**src/rtl/alu_result_uart_tx.sv**
```systemverilog
// -----------------------------------------------------------------------------
// alu_result_uart_tx
//
// Purpose:
//   This block sends the 8-bit ALU result to a host terminal over a UART line.
//   When a send request is accepted, it latches the result and transmits a
//   four-character message:
//     - two uppercase ASCII hex digits (high nibble first)
//     - CR (0x0D)
//     - LF (0x0A)
//   Each character uses UART framing: a start bit (0), 8 data bits sent LSB
//   first, and a stop bit (1).
//
// Optional feature:
//   Define ALU_TX_PARITY_EN to add an even-parity bit between data bit 7 and
//   the stop bit. This makes each frame 11 bits. When the macro is not defined,
//   there is no parity state and each frame is 10 bits (8N1).
//
// Parameters:
//   CLK_HZ : input clock frequency in Hz
//   BAUD   : line rate. DIV = CLK_HZ / BAUD, rounded down, and must be >= 2.
//
// Ports:
//   clk    : clock; all logic runs on its rising edge
//   rst    : synchronous, active-high reset; aborts any message in progress
//   result : ALU result; sampled only when a request is accepted
//   send   : transmit request, sampled as a level each cycle;
//            ignored while busy
//   busy   : high while a message is in progress
//   done   : one-cycle pulse in the cycle after the final stop bit
//   tx     : UART output line; idle high
// -----------------------------------------------------------------------------
module alu_result_uart_tx #(
    parameter int CLK_HZ = 50000000,
    parameter int BAUD   = 115200
) (
    input  logic       clk,
    input  logic       rst,
    input  logic [7:0] result,
    input  logic       send,
    output logic       busy,
    output logic       done,
    output logic       tx
);

    localparam int DIV   = CLK_HZ / BAUD;
    localparam int CNT_W = (DIV > 1) ? $clog2(DIV) : 1;
    localparam logic [CNT_W-1:0] LAST_CNT = CNT_W'(DIV - 1);
    localparam logic [CNT_W-1:0] CNT_ONE  = CNT_W'(1);

    // Stop elaboration if the divisor is too small. With DIV < 2, a bit
    // period cannot be held for DIV cycles as required.
    generate
        if (DIV < 2) begin : g_div_check
            $error("alu_result_uart_tx: CLK_HZ / BAUD must be at least 2");
        end
    endgenerate

    typedef enum logic [2:0] {
        IDLE,
        START,
        DATA,
`ifdef ALU_TX_PARITY_EN
        PARITY,
`endif
        STOP
    } state_t;

    state_t           state_q, state_d;
    logic [CNT_W-1:0] baud_cnt_q, baud_cnt_d;
    logic [2:0]       bit_idx_q, bit_idx_d;
    logic [1:0]       char_idx_q, char_idx_d;
    logic [7:0]       hold_q, hold_d;
    logic             done_q, done_d;

    logic             baud_tick;
    logic [7:0]       char_cur;

    // Convert one nibble to an uppercase ASCII hex digit.
    function automatic logic [7:0] hex_ascii(input logic [3:0] nib);
        if (nib < 4'd10) begin
            return 8'h30 + {4'h0, nib};
        end
        return 8'h37 + {4'h0, nib};
    endfunction

    // Select the character being sent. It comes only from the latched copy
    // in hold_q, so changes on 'result' during a message do not matter.
    always_comb begin
        char_cur = 8'h0A;
        case (char_idx_q)
            2'd0:    char_cur = hex_ascii(hold_q[7:4]);
            2'd1:    char_cur = hex_ascii(hold_q[3:0]);
            2'd2:    char_cur = 8'h0D;
            default: char_cur = 8'h0A;
        endcase
    end

    // baud_tick marks the last cycle of the current bit period.
    assign baud_tick = (baud_cnt_q == LAST_CNT);

    // Next-state logic.
    always_comb begin
        state_d    = state_q;
        baud_cnt_d = baud_cnt_q;
        bit_idx_d  = bit_idx_q;
        char_idx_d = char_idx_q;
        hold_d     = hold_q;
        done_d     = 1'b0;

        if (state_q == IDLE) begin
            baud_cnt_d = '0;
            if (send) begin
                hold_d     = result;
                char_idx_d = 2'd0;
                bit_idx_d  = 3'd0;
                state_d    = START;
            end
        end else begin
            baud_cnt_d = baud_tick ? '0 : (baud_cnt_q + CNT_ONE);
            if (baud_tick) begin
                case (state_q)
                    START: begin
                        bit_idx_d = 3'd0;
                        state_d   = DATA;
                    end
                    DATA: begin
                        if (bit_idx_q == 3'd7) begin
                            bit_idx_d = 3'd0;
`ifdef ALU_TX_PARITY_EN
                            state_d   = PARITY;
`else
                            state_d   = STOP;
`endif
                        end else begin
                            bit_idx_d = bit_idx_q + 3'd1;
                        end
                    end
`ifdef ALU_TX_PARITY_EN
                    PARITY: begin
                        state_d = STOP;
                    end
`endif
                    STOP: begin
                        if (char_idx_q == 2'd3) begin
                            char_idx_d = 2'd0;
                            done_d     = 1'b1;
                            state_d    = IDLE;
                        end else begin
                            char_idx_d = char_idx_q + 2'd1;
                            state_d    = START;
                        end
                    end
                    default: begin
                        state_d = IDLE;
                    end
                endcase
            end
        end
    end

    // Drive the line directly from registered state, so it does not depend
    // on the inputs in the same cycle.
    always_comb begin
        tx = 1'b1;
        case (state_q)
            START:  tx = 1'b0;
            DATA:   tx = char_cur[bit_idx_q];
`ifdef ALU_TX_PARITY_EN
            PARITY: tx = ^char_cur;
`endif
            default: tx = 1'b1;
        endcase
    end

    assign busy = (state_q != IDLE);
    assign done = done_q;

    always_ff @(posedge clk) begin
        if (rst) begin
            state_q    <= IDLE;
            baud_cnt_q <= '0;
            bit_idx_q  <= 3'd0;
            char_idx_q <= 2'd0;
            hold_q     <= 8'h00;
            done_q     <= 1'b0;
        end else begin
            state_q    <= state_d;
            baud_cnt_q <= baud_cnt_d;
            bit_idx_q  <= bit_idx_d;
            char_idx_q <= char_idx_d;
            hold_q     <= hold_d;
            done_q     <= done_d;
        end
    end

endmodule

```
**config.mk**
```make
export PLATFORM = sky130hd
export DESIGN_NAME = alu_result_uart_tx
export DESIGN_NICKNAME = d
export VERILOG_FILES = /design/src/rtl/alu_result_uart_tx.sv
export SDC_FILE = /design/constraint.sdc
export NUM_CORES = 1
export LEC_CHECK = 0
export CAP_MARGIN = 20
export CORE_MARGIN = 2
export CORE_UTILIZATION = 55
export DETAILED_ROUTE_END_ITERATION = 10
export GPL_ROUTABILITY_DRIVEN = 0
export GPL_TIMING_DRIVEN = 0
export PLACE_DENSITY = 0.78
export SLEW_MARGIN = 0
export SYNTH_ARGS = -nofsm -noshare
export SYNTH_HDL_FRONTEND = slang
export SYNTH_SLANG_ARGS = --single-unit
```
**constraint.sdc**
```tcl
create_clock -name clk -period 4.9 [get_ports clk]
set_clock_uncertainty 0.05 [all_clocks]
set_input_delay 0.49 -clock clk [delete_from_list [all_inputs] [get_ports clk]]
set_output_delay 0.49 -clock clk [all_outputs]
set_load 0.005 [all_outputs]
```
# Word-level counts from Yosys, hierarchy flattened

Cells that the tools add are included.

$add $sub $neg: 7
Multiply operators: 0
Divide/modulo/power cells: 0
Magnitude comparators: 3
Equality and inequality tests: 10
Shift operators: 0
Multiplexer cells: 29
Bitwise logic cells: 2
Reductions and logical operators: 12

Operator list:

| kind                  | number |
|---|---|
| $mux W8               | 4 |
| $add A6 B4 Y7 const A | 4 |
| $mux W3               | 8 |
| $pmux W8 S3           | 1 |
| $mux W2               | 5 |
| $add A9 B1 Y9 const B | 1 |
| $eq A9 B9 Y1 const B  | 1 |
| $pmux W3 S3           | 1 |
| $reduce_and A3 Y1     | 3 |
| $lt A4 B4 Y1 const B  | 2 |
| $mux W1               | 7 |
| $eq A3 B2 Y1 const B  | 2 |
| $pmux W3 S2           | 1 |
| $reduce_bool A3 Y1    | 2 |
| $eq A2 B2 Y1 const B  | 2 |
| $lt A3 B4 Y1 const B  | 1 |
| $reduce_bool A2 Y1    | 2 |
| $reduce_or A4 Y1      | 1 |
| $add A3 B1 Y3 const B | 1 |
| $bmux W1 S3           | 1 |
| $eq A3 B1 Y1 const B  | 1 |
| $eq A3 B3 Y1 const B  | 1 |
| $logic_not A3 Y1      | 1 |
| $ne A3 B3 Y1 const B  | 1 |
| other kinds (8)       | 9 |

Register bits after elaboration: 26
Latch bits: 0
Bits in writable memories: 0
ROM bits: 0
Bits of input ports: 11
Memories kept: 0

# Depth between registers and ports, before layout

Gate-level depths: netlist of run 1.

Depth in word-level cells: 8
Depth in mapped cells: 8
Depth with buffers taken out: 7

# Worst setup path after synthesis of run 1

Ideal clock, no wire load.

Path kind: reg-to-output
Start: register char_idx_q[0]
End: output port tx
Arrival time: 1.472 ns
Data required time: 4.360 ns
Path slack: 2.888 ns
Stages on the path, launching flop included: 7
Path through: dfxtp_1 -> inv_1 -> ha_1 -> or2_2 -> a221o_1 -> a221oi_1 -> o41ai_1

Cells in the longest elaborated chain, start to end: 5
Elaborated cells between the ends (all ways): 7
Classes of those cells: eq/ne (2); mux (4); reduce/logical (1)

RTL lines:

| what                                       | RTL line | text |
|---|---|---|
| start: declaration                         | 72       | `logic [1:0] char_idx_q, char_idx_d;` |
| start signal: assignment                   | 191      | `char_idx_q <= char_idx_d;` |
| $eq A2 B2 Y1, or another cell as far along | 91       | `case (char_idx_q)` |
| $pmux W8 S3 *                              | 91       |  |
| $bmux W1 S3 *                              | 168      | `DATA: tx = char_cur[bit_idx_q];` |
| $mux W1 (not written as such) *            | 168      |  |
| $pmux W1 S2 *                              | 166      | `case (state_q)` |
| end: declaration                           | 43       | `output logic tx` |

Mark *: on every way between the ends. The rest lies on a longest branch, timed or not. The select of a mux whose other input is x is not followed.

# Worst setup path after layout of run 1

Start: register hold_q[1]
End: output port tx

Cells in the longest elaborated chain, start to end: 8
Elaborated cells between the ends (all ways): 11
Classes of those cells: add/sub (2); order compare (1); mux (8)

RTL lines:

| what                            | RTL line | text |
|---|---|---|
| start: declaration              | 73       | `logic [7:0] hold_q, hold_d;` |
| start signal: assignment        | 192      | `hold_q <= hold_d;` |
| $lt A4 B4 Y1                    | 81       | `if (nib < 4'd10) begin` |
| $mux W1                         | 81       |  |
| $mux W1                         | 91       |  |
| $mux W8 *                       | 84       | `return 8'h37 + {4'h0, nib};` |
| $pmux W8 S3 *                   | 91       |  |
| $bmux W1 S3 *                   | 168      |  |
| $mux W1 (not written as such) * | 168      |  |
| $pmux W1 S2 *                   | 166      |  |

Marks and branches as above.

==> metrics.txt, run 1 <==
outcome complete, no violations; die area 0.00312 sq mm; crit end category output pin; leak pwr 0.629 nW; top_reg_cell synth dfxtp_1; fin. max-slew vios 0; simple-gate share of the synthesized area 23.0%; met1 wire length 1330 um; TNS Setup 0 ns; post-synth cell types 45; vias per cell 5.81; Synth area leaders dfxtp_1, ha_1, nor2_1; initial detailed-routing violation count 37; Critical Path AT 2.51 ns; met3 routed WL 129 um; die span in x 55.9 um; Yosys top cell by area dfxtp_1; Hold Fails Final Rpt 0; total global-route track usage 19.9%; Max-slew headroom 70.3%; VDD IR max 0.237 mV; crit path time final 3.05 ns; Setup crit start kind flop; synthesized area 0.00148 sq mm; Slew @ Worst Pin 0.445 ns; Setup violations, final 0; max cap viols 0; root buffer cell clkbuf_4; WL per Instance 13.2 um; CTS tree done; Detailed Routing Iterations Pass 1 4; DRC 0; Initial Util 58.7%; post-synthesis compound-gate area fraction 19.6%; port bufs 12; top sig layer met4; Synth top area share 33.8%; slowest stage cell, crit path clkdlybuf4s50_1; Pwr Density 278 mW/mm^2; Final nets 222; CTS Sinks 25; RSZ-0062 raised after global routing no; CP required 4.36 ns; Synth Area in Adders 12.7%; Max Root-Sink Buffers 2; Cells after Synth 179; Hold Path Class flop to flop; max frequency 328 MHz; CP Max Fanout 6; initial antenna violation count 0; Post-Syn Nets 205; # IOs 14; Overflow after GRT 0; crit-path max cell delay 0.56 ns; main combinational cell family by area after synthesis simple AND/OR/NAND/NOR gates; via count 1,307; Worst-path clk slew 0.12 ns; setup bufs post-CTS 0; CP Cell Sequence inv_1 > ha_1 > a21boi_0 > o21ai_0 > a31oi_1 > a221oi_1 > o41ai_1 > clkdlybuf4s50_1; layout cells sized above 1 5.13%; Row Count 18; xor-xnor portion of the synthesized cell area 5.33%; metal2 WL 1480 um; Post-Route Utilization 66.0%; Period Utilization, post-route 62.3%; Vert. Die Dim 55.9 um; CTS Buf Count 3; Core Footprint 0.00252 sq mm; most frequent cell after synthesis dfxtp_1; Yosys reg bits 25; Antenna Nets Post-Route 0; first-pass GRT wire length 5030 um; clock latency on the worst-skew pair 0.31 ns; Warnings, synthesis 0; Post-CTS Resized 0; CTS Hold Bufs 0; sequential fraction of the synthesis area 33.8%; commonest cells in the netlist dfxtp_1, nor2_1, nand2_1; mux cell area share after synthesis 0.676%; WL final 2960 um; Post-synth EDFFs 0; n_diodes 0; Detail Placement HPWL 2290 um; htree depth 1; vias in the first global route 1,205; synthesis-to-finish area growth 12.4%; pin count of the biggest net entering global routing 14; WS Path Type flop to output pin; Synth Area per Inst 8.27 sq um; FFs w/ async S/R, synth 0%
-- worst paths after layout --
check	slack [ns]	startpoint	endpoint	depth (start not counted)
max	1.85	hold_q[1]	tx	8
max reg2reg	2.89	state_q[0]	state_q[0]	8
min reg2reg	0.44	baud_cnt_q[0]	baud_cnt_q[0]	1
min	0.44	baud_cnt_q[0]	baud_cnt_q[0]	1
-- routing by layer --
metal	vias up	GRT usage [%]
li1	662	-
met1	617	24.8
met2	24	34.5
met3	4	3.26
met4	0	7.14
met5	-	0
-- registers in the layout, indices dropped and copies added (netlist names) --
name	count
state_q	2
baud_cnt_q	9
char_idx_q	2
done	1
hold_q	8
bit_idx_q	3
-- metrics by stage --
step                      hold WS, ns  instances  area (sq um)  power [mW]  setup WS, ns
final                           0.443        225          1660       0.463          1.85
after global routing            0.438        225          1660       0.493          1.64
after CTS                       0.431        225          1660       0.466          1.85
after detailed placement        0.425        221          1640       0.377          2.24
after global placement          0.406        221          1640       0.371          2.35
after floorplan                 0.391        179          1480       0.331          2.89
-- where the power goes --
group | internal [mW] | switching (mW)
sequential | 0.216 | 0.0176
clock | 0.0318 | 0.0581
combinational | 0.0622 | 0.0769
-- layout make-up --
type	count	area [sq um]
multi-input combinational	136	907
fill	235	858
sequential	25	500
timing repair buffer	12	120
inverter	13	48.8
tap	30	37.5
clock buffer	4	26.3
buffer	5	23.8
-- cell usage in the layout (no fill, tap or decap), drive strengths merged, types with 2 or more instances in the layout --
cell / synthesis / routed
nor3: 2 / 2
ha: 15 / 15
clkbuf: 2 / 6
xnor2: 4 / 4
or2: 3 / 3
a21oi: 14 / 14
nand3: 14 / 14
and4b: 2 / 2
clkdlybuf4s50: 0 / 12
nor3b: 2 / 2
o21ai: 8 / 8
a221oi: 2 / 2
inv: 13 / 13
a21boi: 2 / 2
nand3b: 2 / 2
buf: 3 / 3
a22o: 4 / 4
xor2: 5 / 5
nor2: 20 / 20
dfxtp: 25 / 25
a31oi: 2 / 2
nand2: 18 / 18
-- kinds of logic (layout without fill, tap and decap cells) --
family / after synthesis / count (layout)
simple gates: 69 / 69
compound gates: 42 / 42
flops: 25 / 25
buf+inv: 18 / 34
fa+ha+maj: 15 / 15
xor+xnor: 9 / 9
mux: 1 / 1
-- critical path: cells and delay by family, from the launching register on --
kind,cells,cell delay (ns)
AOI/OAI and AO/OA,5,0.86
buffers and inverters,2,0.65
adders and majority gates,1,0.23
DFF,1,0.45
Note: power is estimated with default switching activity, not from simulation.
==> run 2: changes to the inputs <==
clock period = 2.9 ns   (was 4.9 ns; I/O delays follow)
==> run 2 against run 1 <==
First-iteration DRC count grew 14%. Sequential cell count unchanged. Critical endpoint unchanged. Sequential power grew 69%.
==> metrics.txt, run 2 (synthesis gave the netlist of run 1 again) <==
Layout Cells excl Fill 225 (unchanged); port bufs 12 (unchanged); leak pwr 0.635 nW (was 0.629 nW); VDD IR max 0.398 mV (was 0.237 mV); R2R setup slack 0.89 ns (was 2.89 ns); root buffer cell clkbuf_4 (unchanged); CTS tree done (unchanged); via count 1,301 (was 1,307); Worst-path clk slew 0.12 ns (about the same); Overflow after GRT 0 (unchanged); hold_ws 0.235 ns (was 0.443 ns); Detailed Routing Iterations Pass 1 4 (unchanged); first-pass GRT wire length 5030 um (unchanged); pin count of the biggest net entering global routing 14 (unchanged); Detail Placement HPWL 2290 um (unchanged); DRC 0 (unchanged); # IOs 14 (unchanged); RSZ-0062 raised after global routing no (unchanged); CTS Buf Count 3 (unchanged); outcome complete, no violations (unchanged); n_diodes 0 (unchanged); CP required 2.56 ns (was 4.36 ns); initial antenna violation count 0 (unchanged); Pwr Total 0.781 mW (was 0.463 mW); Post-Route Utilization 66.3% (was 66.0%); vias per cell 5.78 (was 5.81); Hold Path Class input port to flop (was flop to flop); Critical Path AT 2.11 ns (was 2.51 ns); Vert. Die Dim 55.9 um (unchanged); die span in x 55.9 um (unchanged); Period Utilization, post-route 84.4%; die area 0.00312 sq mm (unchanged); Initial Util 58.7% (unchanged); clock latency on the worst-skew pair 0.31 ns (about the same); CP Max Fanout 6 (unchanged); Setup crit start kind flop (unchanged); most common cell after layout, fill and taps aside dfxtp_1 (unchanged); Biggest register baud_cnt_q (unchanged); Setup violations, final 0 (unchanged); initial detailed-routing violation count 42 (was 37); crit end category output pin (unchanged); Pwr Density 467 mW/mm^2 (was 278 mW/mm^2); setup bufs post-CTS 0 (unchanged); synthesis-to-finish area growth 12.9% (was 12.4%); most frequent cells in the layout dfxtp_1, nor2_1, nand2_1, ha_1, nand3_1 (unchanged); WL final 2970 um (was 2960 um); Row Count 18 (unchanged); htree depth 1 (unchanged); biggest regs baud_cnt_q: 9 flops, hold_q: 8 flops, bit_idx_q: 3 flops (unchanged); crit path time final 2.45 ns; Max-slew headroom 69.5% (was 70.3%); vias in the first global route 1,205 (unchanged); WS Path Type flop to output pin (unchanged); total global-route track usage 19.9% (unchanged); layout cells sized above 1 7.18% (was 5.13%); TNS Setup 0 ns (unchanged); max frequency 408 MHz; CTS Sinks 25 (unchanged); Max Root-Sink Buffers 2 (unchanged); max cap viols 0 (unchanged); Slew @ Worst Pin 0.458 ns (was 0.445 ns); Largest register FFs 9 (unchanged); Final nets 222 (unchanged); WL per Instance 13.2 um (about the same); Placed Instances 221 (unchanged); Hold Fails Final Rpt 0 (unchanged); fin. max-slew vios 0 (unchanged); Antenna Nets Post-Route 0 (unchanged); Core Footprint 0.00252 sq mm (unchanged)
## run 2: worst paths after layout
| check | from | cells past startpoint | endpoint |
|---|---|---|---|
| setup / recovery | hold_q[1] | 8 | tx |
| hold reg to reg | baud_cnt_q[0] | 1 | baud_cnt_q[0] |
| hold / removal | send | 3 | hold_q[5] |
| setup reg to reg | state_q[0] | 8 | state_q[0] |
## run 2: final cells by class
cell class | instances | area, sq um
inverters | 13 | 48.8
repair buffers | 12 | 123
flip-flops and latches | 25 | 505
multi-input cells | 136 | 907
clock buffers | 4 | 26.3
fillers | 231 | 851
plain buffers | 5 | 23.8
well taps | 30 | 37.5
## run 2: through the flow
stage	worst slack (ns)	instance area, sq um
finish	0.452	1670
global placement	0.552	1640
detailed placement	0.439	1640
CTS	0.0532	1660
global route	0.232	1670
floorplan	1.09	1480
## run 2: where the power goes
group | internal [mW] | leakage (nW) | total [mW] | switching (mW)
Combinational | 0.103 | 0.415 | 0.233 | 0.130
Clock | 0.0537 | 0.0150 | 0.152 | 0.0985
Sequential | 0.367 | 0.205 | 0.396 | 0.0296
## run 2: worst max-delay path: stages, from the launching register on
cell,delay [ns]
dfxtp_2,0.40
inv_1,0.07
ha_1,0.23
a21boi_0,0.17
o21ai_0,0.12
a31oi_1,0.19
a221oi_1,0.09
o41ai_1,0.36
dlymetal6s2s_1,0.17
## run 2: layer usage
layer	up-vias	wire, um	track usage [%]
li1	662	-	-
met2	25	1480	34.5
met1	612	1340	24.8
met3	2	135	3.26
met5	-	0	0
met4	0	21	7.14
## run 2: what timing repair did
item,in CTS,in global routing
endpoints found under the setup margin,0,1
hold buffers,0,0
gates resized for setup,0,5
==> run 3: changes to the inputs <==
clock period = 2.3 ns   (was 2.9 ns; I/O delays follow)
==> run 3 against run 2 <==
Cell count grew 2.7%. Wire length grew 11%. Hold slack lost 0.067 ns. Clock power grew 28%. Design area grew 6.3%. Global-route usage grew 1.7 points. Count of clock-buffer cells in the layout is the same. Critical path type unchanged. Largest power group unchanged.
==> metrics.txt, run 3 (synthesis gave the netlist of run 1 again) <==
Row Count 18 (unchanged); Vert. Die Dim 55.9 um (unchanged); first-pass GRT wire length 5450 um (was 5030 um); Final nets 228 (was 222); crit-path max cell delay 0.36 ns (was 0.40 ns); slowest stage cell, crit path dfxtp_2 (unchanged); RR Endpoint state_q[0] (unchanged); Hold Fails Final Rpt 0 (unchanged); CTS Sinks 25 (unchanged); WL final 3310 um (was 2970 um); max frequency 448 MHz; crit end category output pin (unchanged); Period Utilization, post-route 96.9%; Antenna Nets Post-Route 0 (unchanged); Pwr Density 580 mW/mm^2 (was 467 mW/mm^2); Critical Path AT 1.95 ns (was 2.11 ns); CP Max Fanout 3 (was 6); via count 1,369 (was 1,301); initial antenna violation count 0 (unchanged); vias per cell 5.93 (was 5.78); VDD IR max 0.514 mV (was 0.398 mV); crit path time final 2.23 ns; layout cells sized above 1 18.9% (was 7.18%); Placed Instances 221 (unchanged); Detailed Routing Iterations Pass 1 4 (unchanged); Layout Cells excl Fill 231 (was 225); biggest regs baud_cnt_q: 9 flops, hold_q: 8 flops, bit_idx_q: 3 flops (unchanged); Hold Path Class input port to flop (unchanged); Setup violations, final 0 (unchanged); leak pwr 0.680 nW (was 0.635 nW); die span in x 55.9 um (unchanged); hold path depth 3 (unchanged); Worst-path clk slew 0.13 ns (was 0.12 ns); Largest register FFs 9 (unchanged); RSZ-0062 raised after global routing yes (was no); most common cell after layout, fill and taps aside nor2_1 (was dfxtp_1); outcome complete, no violations (unchanged); Biggest register baud_cnt_q (unchanged); Max-slew headroom 70.0% (was 69.5%); Overflow after GRT 0 (unchanged); total global-route track usage 21.6% (was 19.9%); synthesis-to-finish area growth 20.0% (was 12.9%); CP required 2.02 ns (was 2.56 ns); Detail Placement HPWL 2290 um (unchanged); n_diodes 0 (unchanged); WL per Instance 14.3 um (was 13.2 um); most frequent cells in the layout nor2_1, nand2_1, dfxtp_1, nand3_1, a21oi_1 (was dfxtp_1, nor2_1, nand2_1, ha_1, nand3_1); R2R setup slack 0.40 ns (was 0.89 ns); CTS Buf Count 3 (unchanged); CTS tree done (unchanged); HP Start send (unchanged); Initial Util 58.7% (unchanged); Setup crit start kind flop (unchanged); Slew @ Worst Pin 0.450 ns (was 0.458 ns); htree depth 1 (unchanged); R2R cell count 5 (was 8); clock latency on the worst-skew pair 0.31 ns (about the same); initial detailed-routing violation count 52 (was 42); reg-to-reg startpoint baud_cnt_q[2] (was state_q[0]); vias in the first global route 1,257 (was 1,205); Core Footprint 0.00252 sq mm (unchanged); pin count of the biggest net entering global routing 14 (unchanged); CTS Hold Bufs 0 (unchanged); die area 0.00312 sq mm (unchanged); WHS Endpoint hold_q[5] (unchanged); # IOs 14 (unchanged); fin. max-slew vios 0 (unchanged); CP Cell Sequence inv_1 > ha_2 > buf_4 > inv_1 > a21oi_1 > o221ai_2 > a21oi_1 > o41ai_2 > buf_2 (was inv_1 > ha_1 > a21boi_0 > o21ai_0 > a31oi_1 > a221oi_1 > o41ai_1 > dlymetal6s2s_1); Max Root-Sink Buffers 2 (unchanged); port bufs 12 (unchanged); DRC 0 (unchanged); root buffer cell clkbuf_4 (unchanged); WS Path Type flop to output pin (unchanged); Post-Route Utilization 70.4% (was 66.3%); max cap viols 0 (unchanged)
==> run 3: metal layers <==
metal | vias up | routed length [um] | global-route usage, %
met3 | 6 | 139 | 3.26
met1 | 643 | 1450 | 27.5
met5 | - | 0 | 0
li1 | 672 | - | -
met2 | 48 | 1670 | 37.4
met4 | 0 | 47 | 7.14
==> run 3: critical path: cells and delay by family, from the launching register on <==
family	cells	cell delay (ns)
buf+inv	4	0.40
fa+ha+maj	1	0.19
flops	1	0.36
compound gates	4	0.70
==> run 3: repair_timing <==
item,4_1_cts,5_1_grt
setup buffers,7,1
endpoints found under the setup margin,1,2
gates resized for setup,21,12
cloned,0,0
pin swaps,4,3
==> run 3: report_power, final <==
group / switching (mW) / internal (mW) / leakage, nW
clock: 0.126 / 0.0678 / 0.0150
combinational: 0.183 / 0.155 / 0.458
sequential: 0.0364 / 0.462 / 0.207
total: 0.346 / 0.685 / 0.680
==> run 3: how the worst max path moves through the flow <==
stage                        from  to  slack (ns)  cells after the start
floorplan           char_idx_q[0]  tx        0.55                      6
global placement        hold_q[1]  tx        0.01                      8
detailed placement      hold_q[1]  tx       -0.10                      8
CTS                     hold_q[1]  tx       0.004                      8
global route            hold_q[5]  tx       -0.07                      9
finish                  hold_q[4]  tx        0.07                      9
==> run 3: area by class of cell <==
| cell class | instances | area [sq um] |
|---|---|---|
| multi-input cells | 136 | 950 |
| fillers | 204 | 746 |
| flip-flops and latches | 25 | 518 |
| repair buffers | 20 | 175 |
| inverters | 13 | 51.3 |
| well taps | 30 | 37.5 |
| clock buffers | 4 | 26.3 |
| plain buffers | 3 | 18.8 |
==> run 3: stage by stage <==
| step | setup WS [ns] | power [mW] | setup TNS, ns | instance area [sq um] | hold WS, ns |
|---|---|---|---|---|---|
| 2_1_floorplan | 0.548 | 0.705 | 0 | 1480 | 0.246 |
| 5_1_grt | -0.0715 | 1.10 | -0.0715 | 1780 | 0.168 |
| 6_report | 0.0703 | 1.03 | 0 | 1780 | 0.168 |
| 3_3_place_gp | 0.0123 | 0.790 | 0 | 1640 | 0.406 |
| 3_5_place_dp | -0.101 | 0.804 | -0.101 | 1640 | 0.425 |
| 4_1_cts | 0.00390 | 1.02 | 0 | 1750 | 0.164 |
